File: src/rtl/mux4_burst_arbiter.sv
// Round-robin, burst-locking arbiter owning the select of a shared 4:1 data mux,
// with a registered valid/ready output stage toward the downstream consumer.
module mux4_burst_arbiter #(
  parameter int DATA_W  = 32,
  parameter int TIMEOUT = 15
) (
  input  logic              clk,
  input  logic              rst_n,
  input  logic [3:0]        req,
  input  logic [3:0]        last,
  input  logic [DATA_W-1:0] data_in1,
  input  logic [DATA_W-1:0] data_in2,
  input  logic [DATA_W-1:0] data_in3,
  input  logic [DATA_W-1:0] data_in4,
  input  logic              out_ready,
  output logic [3:0]        gnt,
  output logic [3:0]        ack,
  output logic [1:0]        sel,
  output logic [DATA_W-1:0] out_data,
  output logic              out_valid,
  output logic              out_last,
  output logic [1:0]        out_src
);

  typedef enum logic {IDLE, BURST} state_t;

  localparam logic [7:0] TIMEOUT_W = 8'(TIMEOUT);

  state_t              state, state_nxt;
  logic [3:0]          gnt_nxt;
  logic [1:0]          sel_nxt, ptr, ptr_nxt, scan_idx;
  logic [7:0]          timer, timer_nxt;
  logic                load, found;
  logic [DATA_W-1:0]   mux_data;

  always_comb begin
    case (sel)
      2'd0:    mux_data = data_in1;
      2'd1:    mux_data = data_in2;
      2'd2:    mux_data = data_in3;
      default: mux_data = data_in4;
    endcase
  end

  // The output register can take a new beat when empty or being drained.
  assign load = !out_valid || out_ready;

  always_comb begin
    ack = '0;
    if (state == BURST && req[sel] && load) ack[sel] = 1'b1;
  end

  // NOTE: every signal driven here gets a default first, so no path infers a latch.
  always_comb begin
    state_nxt = state;
    gnt_nxt   = gnt;
    sel_nxt   = sel;
    ptr_nxt   = ptr;
    timer_nxt = timer;
    found     = 1'b0;
    scan_idx  = ptr;
    case (state)
      IDLE: begin
        if (|req) begin
          for (int i = 0; i < 4; i++) begin
            scan_idx = ptr + 2'(i);
            if (!found && req[scan_idx]) begin
              found   = 1'b1;
              sel_nxt = scan_idx;
            end
          end
          gnt_nxt   = 4'b0001 << sel_nxt;
          state_nxt = BURST;
          timer_nxt = '0;
        end
      end
      BURST: begin
        if (ack[sel]) begin
          timer_nxt = '0;
          if (last[sel]) begin
            state_nxt = IDLE;
            gnt_nxt   = '0;
            ptr_nxt   = sel + 2'd1;
          end
        end else if (!req[sel]) begin
          // Stall only counts while the owner has nothing to offer, not under backpressure.
          timer_nxt = timer + 8'd1;
          if (timer_nxt >= TIMEOUT_W) begin
            state_nxt = IDLE;
            gnt_nxt   = '0;
            ptr_nxt   = sel + 2'd1;
            timer_nxt = '0;
          end
        end
      end
      default: state_nxt = IDLE;
    endcase
  end

  // NOTE: sequential state uses non-blocking assignments so every register samples pre-edge values.
  always_ff @(posedge clk or negedge rst_n) begin
    if (!rst_n) begin
      state <= IDLE;
      gnt   <= '0;
      sel   <= '0;
      ptr   <= '0;
      timer <= '0;
    end else begin
      state <= state_nxt;
      gnt   <= gnt_nxt;
      sel   <= sel_nxt;
      ptr   <= ptr_nxt;
      timer <= timer_nxt;
    end
  end

  always_ff @(posedge clk or negedge rst_n) begin
    if (!rst_n) begin
      out_data  <= '0;
      out_valid <= 1'b0;
      out_last  <= 1'b0;
      out_src   <= '0;
    end else if (load) begin
      if (|ack) begin
        out_data  <= mux_data;
        out_last  <= last[sel];
        out_src   <= sel;
        out_valid <= 1'b1;
      end else begin
        out_valid <= 1'b0;
      end
    end
  end

endmodule

File: config.mk
export PLATFORM = sky130hd
export DESIGN_NAME = mux4_burst_arbiter
export DESIGN_NICKNAME = d
export VERILOG_FILES = /design/src/rtl/mux4_burst_arbiter.sv
export SDC_FILE = /design/constraint.sdc
export NUM_CORES = 1
export LEC_CHECK = 0
export CORE_UTILIZATION = 36
export DETAILED_ROUTE_END_ITERATION = 16
export PLACE_DENSITY = 0.87
export SLEW_MARGIN = 25
export SYNTH_ARGS = -nofsm -noshare
export SYNTH_HDL_FRONTEND = slang
export SYNTH_SLANG_ARGS = --single-unit
File: constraint.sdc
create_clock -name clk -period 2.15 [get_ports clk]
set_input_delay 0.43 -clock clk [delete_from_list [all_inputs] [get_ports clk]]
set_output_delay 0.43 -clock clk [all_outputs]
set_load 0.1 [all_outputs]
==> flow_summary.ini <==
[status]
status = complete, but fails checks
violations = negative setup slack

[layout]
regArea_mm2 = 0.00133
design_area_mm2 = 0.00596
layout.cells.non_filler = 735
multi_input_area_mm2 = 0.00193
nets = 751
drive_gt1_frac = 0.254
num-fill-cells = 715
area_growth_pct = 73.1
final_util = 0.645
n_antenna_cell = 0

[logic_synthesis]
ys_ff_latch = 53
synthFlopType = dfrtp_1
synthArstFlopShare = 1.00
synth.area.top_cells = dfrtp_1 (39%), a222oi_1 (9.6%), a21oi_1 (6.5%)
synth_edf_count = 0
synth_area_leader_cell = dfrtp_1
yosys_warnings = 0
synth.net_count = 537
syn_area_mm2 = 0.00344
synth_area_per_cell_um2 = 8.80
ys_types = 62
synth_top_area_frac = 0.385
synthCells = 391
ys_seq_area_frac = 0.385

[grt]
grt_max_degree = 54
grt_pass1_wl_um = 18600
grt_use_total = 0.235
antenna_found_initial = 0
grt-ovfl-total = 0
grt_pass1_vias = 3854

[critical_path]
worstReg2RegStart = sel[0]$_DFFE_PN0P_
path_cells = mux4_2 > and3_4 > and2_4 > buf_12
reg2regPathDepth = 9
end_kind = output pin
timing.rr.end = out_data[14]$_DFFE_PN0P_
rrSetupSlack_ps = -10
crit_path_max_incr_delay_ps = 530
cp.required_ps = 1720
setup.worst_path.start = sel[0]$_DFFE_PN0P_
critPathLaunchType = flip-flop
path_max_fanout = 5
slowest_stage = mux4_2
cp.arrival_ps = 1850
worstSetupPathType = reg2out

[cts]
htreeDepth = 2
clk_pin_slew_worst_paths_ps = 100
ctsRootBufferMaster = clkbuf_8
hold_buffers = 0
clock_sinks = 53
cts_tree = yes
clkLatencyLatePin_ps = 310
cts_buffer_depth = 2
cts_buffers = 5

[floorplanning]
io_pins = 185
die_y_um = 99.8
die_area_mm2 = 0.00996
start_util = 0.373
row_count = 35
coreArea_mm2 = 0.00924
die-width_um = 99.8

[route]
wl_um = 12800
num_vias = 4020
viasPerCell = 5.47
route.met2.wl_um = 6470
route.met3.wl_um = 967
ant_nets = 0
top_layer = met4
remaining_drc_errors = 0
drt-met1-wl_um = 5280
drt_pre_antenna_iters = 9
wire_per_inst_um = 17.5
initialDrtViolationCount = 301

[sta]
fmax_mhz = 439
grt_setup_unrepaired = yes
period_share = 1.06
hold_ws_ps = 93.0
fin_ws_ps = -129
finalSetupViolCount = 5
fin_crit_ps = 2280
worstMarginPinSlew_ps = 402
slew_headroom = 0.731
maxSlewViolCount = 0
hold_violations = 0
clock_skew_ps = 15.6

[pwr]
power.density_mw_per_mm2 = 1760
power_leakage_uw = 0.00262
power_uw = 10500
irDropWorstVdd_mv = 1.15

[hold_path]
hp-class = in2async

[placed_design]
place_area_mm2 = 0.00556
dp_hpwl_um = 9100
numPortBuffers = 184
gp_congestion = 0.909
post-place-cells = 708

[flow_run]
cap_violations = 0
## per-stage QoR
stage | TNS, ps | setup slack [ps]
6_report | -492 | -129
5_1_grt | -2790 | -192
4_1_cts | -580 | -145
3_5_place_dp | -15630 | -355
3_3_place_gp | -13680 | -326
2_1_floorplan | -1130 | -205
## worst max-delay path, delay by kind of cell (launching register included)
kind          cells  cell delay [ps]
buf+inv           1              160
flops             1              480
mux               1              530
simple gates      2              370
## how the worst max path moves through the flow
stage	endpoint	slack (ps)	cells after the start
after floorplan	ptr[1]$_DFFE_PN0P_	-210	8
after global placement	ack[3]	-330	5
after detailed placement	ptr[1]$_DFFE_PN0P_	-360	6
after CTS	ack[2]	-150	4
after global routing	ack[2]	-190	4
final	ack[2]	-130	4
## registers in the layout, summed over array words and instances (netlist names)
| name | count |
|---|---|
| state | 1 |
| sel | 2 |
| ptr | 2 |
| out_last | 1 |
| gnt | 4 |
| out_src | 2 |
| out_valid | 1 |
| timer | 8 |
| out_data | 32 |
## area by class of cell
type	instances	share of cell area
clock buffers	5	0.0116
clock inverters	3	0.00441
inverters	8	0.00504
multi-input cells	293	0.324
flip-flops and latches	53	0.224
well taps	129	0.0271
repair buffers	244	0.404
## where the power goes
group	total [uW]	switching (uW)	internal, uW
Combinational	8100	5160	2930
Clock	594	356	238
Sequential	1770	344	1430
## kinds of logic after synthesis
kind of cell	after synthesis	share of synthesized area
AOI/OAI and AO/OA	151	0.309
xor gates and xnor gates	2	0.00509
adders and majority gates	7	0.0254
buffers and inverters	45	0.0665
DFF	53	0.385
muxes	6	0.0313
and+or+nand+nor	127	0.177
## synthesized netlist by cell type, types with 2 or more instances
library cell and instances:
ha_1 7, a211oi_1 3, nor2_1 43, nand3b_1 3, a21oi_1 45, inv_1 7
mux4_1 2, mux2_1 2, a21o_1 2, clkbuf_1 22, clkbuf_8 2, o21ai_0 36
nand2_1 42, nand2b_1 4, clkbuf_2 2, a31o_2 2, buf_6 4, nor2b_1 3
a22o_1 2, nor3_1 5, nor3b_1 3, buf_2 6, xnor2_1 2, a222oi_1 33
and2_2 4, dfrtp_1 53, nand3_1 4, o21ai_1 7, and3_4 2, and3_1 3
a211o_1 2, and2_1 4
## per-layer routing
metal,vias to the layer above,track usage
met4,0,0.0532
met3,13,0.0460
met5,-,0
met2,178,0.428
met1,1929,0.287
li1,1900,-
## cell usage in the layout (no fill, tap or decap), types with 3 or more instances in the layout
| master | instances |
|---|---|
| buf_4 | 83 |
| and2_1 | 4 |
| nand2b_1 | 4 |
| dfrtp_1 | 51 |
| ha_2 | 5 |
| buf_6 | 9 |
| nor3_1 | 5 |
| nand3b_1 | 3 |
| inv_1 | 5 |
| o21ai_2 | 3 |
| clkbuf_8 | 5 |
| o21ai_1 | 28 |
| a21oi_1 | 44 |
| nand2_1 | 39 |
| a211oi_1 | 3 |
| clkbuf_16 | 6 |
| nor3b_1 | 3 |
| nand3_1 | 4 |
| nor2_1 | 43 |
| and3_1 | 3 |
| clkdlybuf4s50_1 | 133 |
| dlygate4sd2_1 | 4 |
| a222oi_1 | 33 |
| nor2b_1 | 3 |
| and2_4 | 4 |
| nand2_2 | 3 |
| o21ai_0 | 12 |
| buf_12 | 8 |
## repair_timing
item                       in CTS  in global routing
pin swaps                       1                  2
resized for setup               6                 37
buffers inserted                2                  7
setup endpoints to repair       5                 26
gates cloned                    0                 10
No activity file was read; power rests on OpenSTA's default activity.
